==> src/rtl/display_pkg.sv <==
// Shared definitions for the seven-segment display datapath: digit count,
// select width, all-anodes-off constant, scan FSM states and anode decode.
package display_pkg;

  localparam int unsigned NUM_DIGITS = 8;
  localparam int unsigned SEL_W      = 3;

  localparam logic [NUM_DIGITS-1:0] ANODE_OFF = 8'hFF;

  typedef enum logic {
    SHOW  = 1'b0,
    BLANK = 1'b1
  } scan_state_t;

  // Active-low one-cold enable for digit sel, gated by the per-digit mask.
  function automatic logic [NUM_DIGITS-1:0] anode_decode(
    input logic [SEL_W-1:0]      sel,
    input logic [NUM_DIGITS-1:0] mask
  );
    logic [NUM_DIGITS-1:0] onehot;
    onehot      = '0;
    onehot[sel] = 1'b1;
    return ~(onehot & mask);
  endfunction

endpackage

==> src/rtl/refresh_tick_gen.sv <==
// Free-running modulo-DIV divider; tc_o is high while the count sits at DIV-1.
// Reusable timebase for any slot-based display logic.
module refresh_tick_gen #(
  parameter int unsigned DIV = 100000
) (
  input  logic clk_i,
  input  logic reset_i,
  output logic tc_o
);

  localparam int unsigned CNT_W = (DIV > 2) ? $clog2(DIV) : 1;
  localparam logic [CNT_W-1:0] LAST = CNT_W'(DIV - 1);

  logic [CNT_W-1:0] cnt_q;
  logic [CNT_W-1:0] cnt_d;
  logic             tc;

  if (DIV < 2) begin : g_bad_div
    $error("refresh_tick_gen: DIV must be at least 2");
  end

  always_comb begin
    tc    = (cnt_q == LAST);
    cnt_d = tc ? '0 : cnt_q + 1'b1;
  end

  always_ff @(posedge clk_i) begin
    if (reset_i) begin
      cnt_q <= '0;
    end else begin
      cnt_q <= cnt_d;
    end
  end

  assign tc_o = tc;

endmodule

==> src/rtl/seven_seg_scan_ctrl.sv <==
// Eight-digit seven-segment refresh controller: digit select, active-low anodes
// and slot tick, all registered. Define SCAN_GHOST_BLANK_EN for per-slot anode blanking.
module seven_seg_scan_ctrl
  import display_pkg::*;
#(
  parameter int unsigned REFRESH_DIV  = 100000,
  parameter int unsigned BLANK_CYCLES = 1000
) (
  input  logic                  clk,
  input  logic                  reset,
  input  logic [NUM_DIGITS-1:0] en_mask,
  output logic [SEL_W-1:0]      seg_sel,
  output logic [NUM_DIGITS-1:0] anode,
  output logic                  tick
);

  if ((BLANK_CYCLES < 1) || (BLANK_CYCLES >= REFRESH_DIV)) begin : g_bad_blank
    $error("seven_seg_scan_ctrl: need 1 <= BLANK_CYCLES < REFRESH_DIV");
  end

  logic                  tc;
  logic [SEL_W-1:0]      seg_sel_q;
  logic [SEL_W-1:0]      seg_sel_d;
  logic [NUM_DIGITS-1:0] anode_q;
  logic [NUM_DIGITS-1:0] anode_d;
  logic                  tick_q;
  logic                  show_d;

  refresh_tick_gen #(
    .DIV (REFRESH_DIV)
  ) u_refresh_tick_gen (
    .clk_i   (clk),
    .reset_i (reset),
    .tc_o    (tc)
  );

  always_comb begin
    seg_sel_d = tc ? seg_sel_q + 1'b1 : seg_sel_q;
  end

`ifdef SCAN_GHOST_BLANK_EN
  localparam int unsigned BLK_W = $clog2(BLANK_CYCLES + 1);
  localparam logic [BLK_W-1:0] BLK_LAST = BLK_W'(BLANK_CYCLES - 1);

  scan_state_t      state_q;
  scan_state_t      state_d;
  logic [BLK_W-1:0] blank_cnt_q;
  logic [BLK_W-1:0] blank_cnt_d;

  always_comb begin
    state_d     = state_q;
    blank_cnt_d = blank_cnt_q;
    case (state_q)
      SHOW: begin
        if (tc) begin
          state_d     = BLANK;
          blank_cnt_d = '0;
        end
      end
      BLANK: begin
        // A slot boundary inside BLANK restarts the blank window for the new digit.
        if (tc) begin
          blank_cnt_d = '0;
        end else if (blank_cnt_q == BLK_LAST) begin
          state_d = SHOW;
        end else begin
          blank_cnt_d = blank_cnt_q + 1'b1;
        end
      end
      default: state_d = SHOW;
    endcase
    show_d = (state_d == SHOW);
  end

  always_ff @(posedge clk) begin
    if (reset) begin
      state_q     <= SHOW;
      blank_cnt_q <= '0;
    end else begin
      state_q     <= state_d;
      blank_cnt_q <= blank_cnt_d;
    end
  end
`else
  always_comb begin
    show_d = 1'b1;
  end
`endif

  // Anodes come from next-state select/state so select and anode switch together.
  always_comb begin
    anode_d = show_d ? anode_decode(seg_sel_d, en_mask) : ANODE_OFF;
  end

  always_ff @(posedge clk) begin
    if (reset) begin
      seg_sel_q <= '0;
      anode_q   <= ANODE_OFF;
      tick_q    <= 1'b0;
    end else begin
      seg_sel_q <= seg_sel_d;
      anode_q   <= anode_d;
      tick_q    <= tc;
    end
  end

  assign seg_sel = seg_sel_q;
  assign anode   = anode_q;
  assign tick    = tick_q;

endmodule
==> config.mk <==
export PLATFORM = sky130hd
export DESIGN_NAME = seven_seg_scan_ctrl
export DESIGN_NICKNAME = d
export VERILOG_FILES = /design/src/rtl/display_pkg.sv /design/src/rtl/refresh_tick_gen.sv /design/src/rtl/seven_seg_scan_ctrl.sv
export SDC_FILE = /design/constraint.sdc
export NUM_CORES = 1
export LEC_CHECK = 0
export ABC_AREA = 1
export CORE_MARGIN = 2
export CORE_UTILIZATION = 53
export CTS_CLUSTER_SIZE = 16
export DETAILED_ROUTE_END_ITERATION = 16
export PLACE_DENSITY = 0.79
export SLEW_MARGIN = 0
export SYNTH_ARGS = -nofsm -noshare
export SYNTH_HDL_FRONTEND = slang
export SYNTH_SLANG_ARGS = --single-unit
==> constraint.sdc <==
create_clock -name clk -period 1.6 [get_ports clk]
set_clock_uncertainty 0.05 [all_clocks]
set_input_delay 0.24 -clock clk [delete_from_list [all_inputs] [get_ports clk]]
set_output_delay 0.24 -clock clk [all_outputs]
set_load 0.05 [all_outputs]
==> results of run 1 <==
[placed cells by master, fill, tap and decap left out, types with 6 or more instances in the layout]
master | Yosys | layout
sky130_fd_sc_hd__dfxtp_1 | 29 | 23
sky130_fd_sc_hd__buf_4 | 1 | 19
sky130_fd_sc_hd__clkdlybuf4s50_1 | 0 | 9
sky130_fd_sc_hd__inv_1 | 18 | 18
sky130_fd_sc_hd__a21oi_1 | 7 | 7
sky130_fd_sc_hd__nor2_1 | 29 | 28
sky130_fd_sc_hd__nor2_4 | 4 | 7
sky130_fd_sc_hd__nand3_1 | 12 | 12
sky130_fd_sc_hd__dfxtp_2 | 0 | 6
sky130_fd_sc_hd__nand2_1 | 26 | 25
sky130_fd_sc_hd__nand2_2 | 9 | 10
sky130_fd_sc_hd__nand4_1 | 7 | 7
[critical path, stage by stage (launching register included)]
cell	delay (ps)
sky130_fd_sc_hd__dfxtp_1	390
sky130_fd_sc_hd__ha_4	170
sky130_fd_sc_hd__nand3_4	130
sky130_fd_sc_hd__nor2_8	150
sky130_fd_sc_hd__buf_4	130
sky130_fd_sc_hd__nand4_2	150
sky130_fd_sc_hd__nand2_4	160
sky130_fd_sc_hd__nand3_1	80
[logic make-up after synthesis]
group	count (synthesis)	share of synthesized area (%)
AOI/OAI and AO/OA	14	4.87
buffers and inverters	29	9.25
adders and majority gates	2	1.62
DFF	29	37.6
xor gates and xnor gates	6	3.41
and+or+nand+nor	113	43.2
[where the power goes]
group,switching (uW),leakage (uW),internal (uW)
sequential,8.37,0.000238,729
clock,261,0.0000320,167
combinational,34.6,0.000516,38.1
[final cells by class]
class / count / area [sq um] / share of cell area, %
multi-input cells: 135 / 852 / 45.5
inverters: 24 / 90.1 / 4.81
well taps: 31 / 38.8 / 2.07
flip-flops and latches: 29 / 588 / 31.4
repair buffers: 29 / 253 / 13.5
clock inverters: 2 / 10.0 / 0.534
clock buffers: 6 / 41.3 / 2.20
[worst paths after layout]
kind | endpoint | slack, ps
hold / removal | anode[5]$_SDFF_PP1_ | 370
setup reg to reg | anode[0]$_SDFF_PP1_ | 70
hold reg to reg | u_refresh_tick_gen.cnt_q[0]$_SDFF_PP0_ | 410
setup / recovery | anode[0]$_SDFF_PP1_ | 70
[what timing repair did]
| item | 4_1_cts | 5_1_grt |
|---|---|---|
| setup endpoints to repair | 6 | 15 |
| resized for setup | 2 | 9 |
| cloned | 0 | 0 |
| pin swaps | 0 | 4 |
| setup buffers | 0 | 3 |
[routing by layer]
metal | track usage (%) | part of all wire (%) | vias up
met5 | 0 | 0 | -
met2 | 33.8 | 50 | 30
met1 | 28.8 | 44 | 615
met3 | 8.26 | 4.2 | 8
li1 | - | - | 685
met4 | 8.64 | 1.8 | 0
[state kept, by name, indices dropped and copies added (netlist names)]
register,cells
u_refresh_tick_gen.cnt_q,17
anode,8
tick,1
seg_sel,3
[metrics by stage]
step	area (sq um)	hold WS [ps]	total power, uW	cells
finish	1870	367	1240	256
global route	1870	346	1300	256
CTS	1820	360	1250	253
detailed placement	1760	391	822	245
global placement	1760	375	818	245
floorplan	1550	264	787	193
==> impl_metrics.py, run 1 <==
metrics = {
    "setup_path": {
        "reg2reg_depth": 7,
        "timing.rr.start": "u_refresh_tick_gen.cnt_q[1]$_SDFF_PP0_",
        "cp_data_arrival_time_ps": 1700,
        "critical_path_rt_ps": 1770,
        "critical_path_source_type": "flip-flop",
        "setup.worst_path.class": "flip-flop to flip-flop",
        "critical_path.endpoint_type": "flip-flop",
        "cp-startpoint": "u_refresh_tick_gen.cnt_q[1]$_SDFF_PP0_",
        "critPathMaxFanout": 5,
    },
    "layout": {
        "syn2layout_area_growth_pct": 21.4,
        "final_net_count": 236,
        "final_util_pct": 67.9,
        "layout-drive-gt1-share_pct": 33.8,
        "num-fill-cells": 230,
        "antenna-diode-count": 0,
    },
    "detailed_routing": {
        "viasPerCell": 5.23,
        "number_of_drc_violations_after_detailed_routing_iteration_0": 67,
        "routed-via-count": 1338,
        "routed_wire_length_per_instance_um": 13.0,
        "detailedRoute.firstPassIterationCount": 4,
        "drt.antenna.violating_nets": 0,
        "drcViolationCount": 0,
        "routed_wl_mm": 3.32,
    },
    "power_and_ir_drop": {
        "leakagePower_uw": 0.000786,
        "pwr_density_cell_nw_per_um2": 661,
        "worst_ir_drop_vdd_uv": 771,
    },
    "synthesis": {
        "ys_warns": 0,
        "yosys.area.top_type": "sky130_fd_sc_hd__dfxtp_1",
        "most_common_library_cells_after_synthesis": "sky130_fd_sc_hd__dfxtp_1, sky130_fd_sc_hd__nor2_1, sky130_fd_sc_hd__nand2_1",
        "synth_sequential_area_ratio_pct": 37.6,
        "async_flop_share_pct": 0,
        "synth_ff_type": "sky130_fd_sc_hd__dfxtp_1",
        "netlist_top_cells_area": "sky130_fd_sc_hd__dfxtp_1, sky130_fd_sc_hd__nor2_1, sky130_fd_sc_hd__nand2_1",
        "synth_area_per_cell_sq_um": 7.99,
        "syn_inst": 193,
        "netlist.area_leader.share_pct": 37.6,
        "synth-edff-count": 0,
        "synth_cell_types": 31,
        "postSynthNetCount": 205,
        "synth-seq-cells": 29,
        "syn-cell-area_sq_um": 1540,
    },
    "sta": {
        "finalHoldViolCount": 0,
        "final_critical_path_setup_slack_ps": 74.3,
        "clock.fmax_ghz": 0.655,
        "post-route-min-period_ps": 1530,
        "fin_tns_setup_ps": 0,
        "worst_slew_margin_relative_to_its_limit_pct": 79.3,
        "slew_viol_final": 0,
        "timing.final.setup_violations": 0,
        "tightest_slew_ps": 310,
        "finalCritPeriodShare_pct": 95.4,
    },
    "grt": {
        "overflow": 0,
        "antenna_found_initial": 0,
        "track_usage_pct": 22.3,
        "grt_pass1_vias": 1259,
        "grt_start_max_net_pins": 10,
        "grt_pass1_wl_mm": 5.51,
    },
    "clock_tree": {
        "htreeDepth": 2,
        "insertion_delay_ps": 330,
        "clock-root-buffer": "sky130_fd_sc_hd__clkbuf_4",
        "clk_transition_reported_paths_ps": 90,
        "cts-buffers-inserted": 5,
        "post_cts_hold_buffer_count": 0,
        "number_of_buffers_on_the_longest_clock_path": 2,
        "tritoncts": "done",
        "numClockSinks": 29,
    },
    "min_path": {
        "worst_hold_startpoint": "en_mask[5]",
        "worst_hold_path.num_cells": 2,
        "hp-class": "input pin to flip-flop",
    },
    "run_status": {
        "result_of_the_run": "complete, no violations",
    },
    "floorplan": {
        "die_w_um": 58.0,
        "dieArea_sq_um": 3360,
        "die-height_um": 58.0,
        "ios": 22,
        "core-area_sq_um": 2760,
        "placement_rows": 19,
        "initial_utilization_pct": 55.9,
    },
    "placement": {
        "place.gp.congestion": 0.802,
        "portBuffers": 21,
        "detailedPlace.worstSlack_ps": -17.2,
        "hpwl_mm": 2.47,
    },
    "flow_run": {
        "max-cap-violations": 0,
    },
}
Power figures use the tool's default switching activity.
==> inputs of run 2 (changes only) <==
Settings changed: PLACE_DENSITY 0.79 to 0.76.
==> run 2 against run 1 <==
Compared with the run above: critical path depth grew 1; maximum frequency is 1.6% higher; global-route usage decreased by 1.6 points; sequential cell count stayed put; cell count decreased by 0.78%; sequential share of layout area increased by 0.29 points; clock power increased by 5.6%; worst setup slack gained 24 ps; non-clock buffer count decreased by 1; first-iteration DRC count increased by 7.5%; core utilization about the same; sequential power about the same; highest routed layer unchanged.
==> impl_metrics.py, run 2 (synthesis gave the netlist of run 1 again) <==
metrics = {
    "run_status": {
        "result_of_the_run": "complete, no violations",
    },
    "sta": {
        "clock.fmax_ghz": 0.666,
        "fin_tns_setup_ps": 0,
        "finalHoldViolCount": 0,
        "final_critical_path_setup_slack_ps": 97.9,
        "timing.final.setup_violations": 0,
        "finalCritPeriodShare_pct": 93.9,
        "tightest_slew_ps": 305,
        "slew_viol_final": 0,
        "post-route-min-period_ps": 1500,
        "worst_slew_margin_relative_to_its_limit_pct": 79.6,
    },
    "setup_path": {
        "critical_path_source_type": "flip-flop",
        "worst_path_largest_cell_delay_ps": 380,
        "critical_path.endpoint_type": "flip-flop",
        "worst_path_max_delay_cell": "sky130_fd_sc_hd__dfxtp_1",
        "critical_path_rt_ps": 1770,
        "crit_path_cell_trace": "nor2_2, nand2_2, nor2_4, nand3_4, nand2_4, nand2_4, nor2_8, nand3_2",
        "critPathMaxFanout": 5,
        "reg2reg_depth": 8,
        "setup.worst_path.class": "flip-flop to flip-flop",
        "reg2reg_slack_ps": 100,
        "timing.rr.start": "u_refresh_tick_gen.cnt_q[12]$_SDFF_PP0_",
        "critPathMostFrequentCell": "sky130_fd_sc_hd__nand2_4",
        "regToRegEndpoint": "anode[1]$_SDFF_PP1_",
        "cp_data_arrival_time_ps": 1670,
    },
    "power_and_ir_drop": {
        "power_uw": 1260,
        "leakagePower_uw": 0.000779,
        "pwr_density_cell_nw_per_um2": 673,
        "worst_ir_drop_vdd_uv": 609,
    },
    "min_path": {
        "hp-class": "input pin to flip-flop",
        "worst_hold_path.num_cells": 2,
        "timing.hold.worst_endpoint": "anode[5]$_SDFF_PP1_",
        "worst_hold_startpoint": "en_mask[5]",
    },
    "floorplan": {
        "initial_utilization_pct": 55.9,
        "core-area_sq_um": 2760,
        "placement_rows": 19,
        "dieArea_sq_um": 3360,
        "die_w_um": 58.0,
        "ios": 22,
        "die-height_um": 58.0,
    },
    "placement": {
        "detailedPlace.worstSlack_ps": -7.88,
        "place_area_sq_um": 1740,
        "place.gp.congestion": 0.779,
        "portBuffers": 21,
        "place_inst": 244,
        "hpwl_mm": 2.37,
    },
    "detailed_routing": {
        "drcViolationCount": 0,
        "viasPerCell": 5.19,
        "drt.antenna.violating_nets": 0,
        "routed_wire_length_per_instance_um": 12.4,
        "detailedRoute.firstPassIterationCount": 4,
        "number_of_drc_violations_after_detailed_routing_iteration_0": 72,
        "routed-via-count": 1319,
        "routed_wl_mm": 3.14,
    },
    "grt": {
        "grt_pass1_wl_mm": 5.26,
        "overflow": 0,
        "grt_pass1_vias": 1247,
        "antenna_found_initial": 0,
        "track_usage_pct": 20.7,
        "grt_start_max_net_pins": 9,
    },
    "layout": {
        "largest_register": "u_refresh_tick_gen.cnt_q",
        "layout-drive-gt1-share_pct": 35.0,
        "num-fill-cells": 248,
        "antenna-diode-count": 0,
        "largest_register_ffs": 17,
        "final_common_cell": "sky130_fd_sc_hd__nor2_1",
        "mostFrequentLayoutCells": "sky130_fd_sc_hd__nor2_1, sky130_fd_sc_hd__nand2_1, sky130_fd_sc_hd__dfxtp_1, sky130_fd_sc_hd__buf_4, sky130_fd_sc_hd__inv_1",
        "syn2layout_area_growth_pct": 21.3,
        "layout.cells.non_filler": 254,
        "final_net_count": 235,
        "finish.instance_area_sq_um": 1870,
    },
    "flow_run": {
        "max-cap-violations": 0,
    },
    "clock_tree": {
        "tritoncts": "done",
        "insertion_delay_ps": 330,
        "number_of_buffers_on_the_longest_clock_path": 2,
        "clk_transition_reported_paths_ps": 90,
        "cts-buffers-inserted": 5,
        "post_cts_hold_buffer_count": 0,
        "htreeDepth": 2,
        "numClockSinks": 29,
        "clock-root-buffer": "sky130_fd_sc_hd__clkbuf_4",
    },
}
[run 2: how the worst max path moves through the flow]
stage          slack, ps                               startpoint                   to  depth (start not counted)
6_report             100  u_refresh_tick_gen.cnt_q[12]$_SDFF_PP0_  anode[1]$_SDFF_PP1_                          8
2_1_floorplan        130   u_refresh_tick_gen.cnt_q[0]$_SDFF_PP0_  anode[3]$_SDFF_PP1_                          8
3_3_place_gp          30   u_refresh_tick_gen.cnt_q[0]$_SDFF_PP0_  anode[7]$_SDFF_PP1_                          8
5_1_grt              -20  u_refresh_tick_gen.cnt_q[12]$_SDFF_PP0_  anode[4]$_SDFF_PP1_                          8
4_1_cts                3   u_refresh_tick_gen.cnt_q[0]$_SDFF_PP0_  anode[1]$_SDFF_PP1_                          8
3_5_place_dp          -8   u_refresh_tick_gen.cnt_q[0]$_SDFF_PP0_  anode[1]$_SDFF_PP1_                          8
[run 2: per-stage QoR]
| stage | hold slack, ps | util, % |
|---|---|---|
| after floorplan | 264 | - |
| after global placement | 375 | 63.2 |
| after detailed placement | 390 | 63.2 |
| after CTS | 370 | 65.2 |
| after global routing | 371 | 67.9 |
| final | 374 | 67.9 |
[run 2: metal layers]
| metal | GRT usage [%] | up-vias | share of wire [%] |
|---|---|---|---|
| met5 | 0 | - | 0 |
| met4 | 10.3 | 0 | 1.2 |
| met3 | 4.91 | 6 | 3.5 |
| met2 | 33.0 | 20 | 51 |
| met1 | 26.2 | 620 | 44 |
| li1 | - | 673 | - |
[run 2: power breakdown]
group          internal (uW)  switching [uW]
clock network            207             245
registers                729            7.58
logic                   38.2            33.8
[run 2: area by class of cell]
type	instances	area, sq um	area share (%)
clock buffer	7	55.1	2.94
tap	31	38.8	2.07
inverter	24	90.1	4.81
multi-input combinational	135	862	46.1
sequential	29	593	31.7
timing repair buffer	28	233	12.4
[run 2: critical path, delay by kind of cell, from the launching register on]
kind          cells  cell delay [ps]
simple gates      8              970
flops             1              380
[run 2: what timing repair did]
action,4_1_cts,5_1_grt
cloned,0,0
pin swaps,0,7
hold endpoints to repair,0,0
buffers inserted,0,3
setup endpoints to repair,7,17
resized for setup,1,16
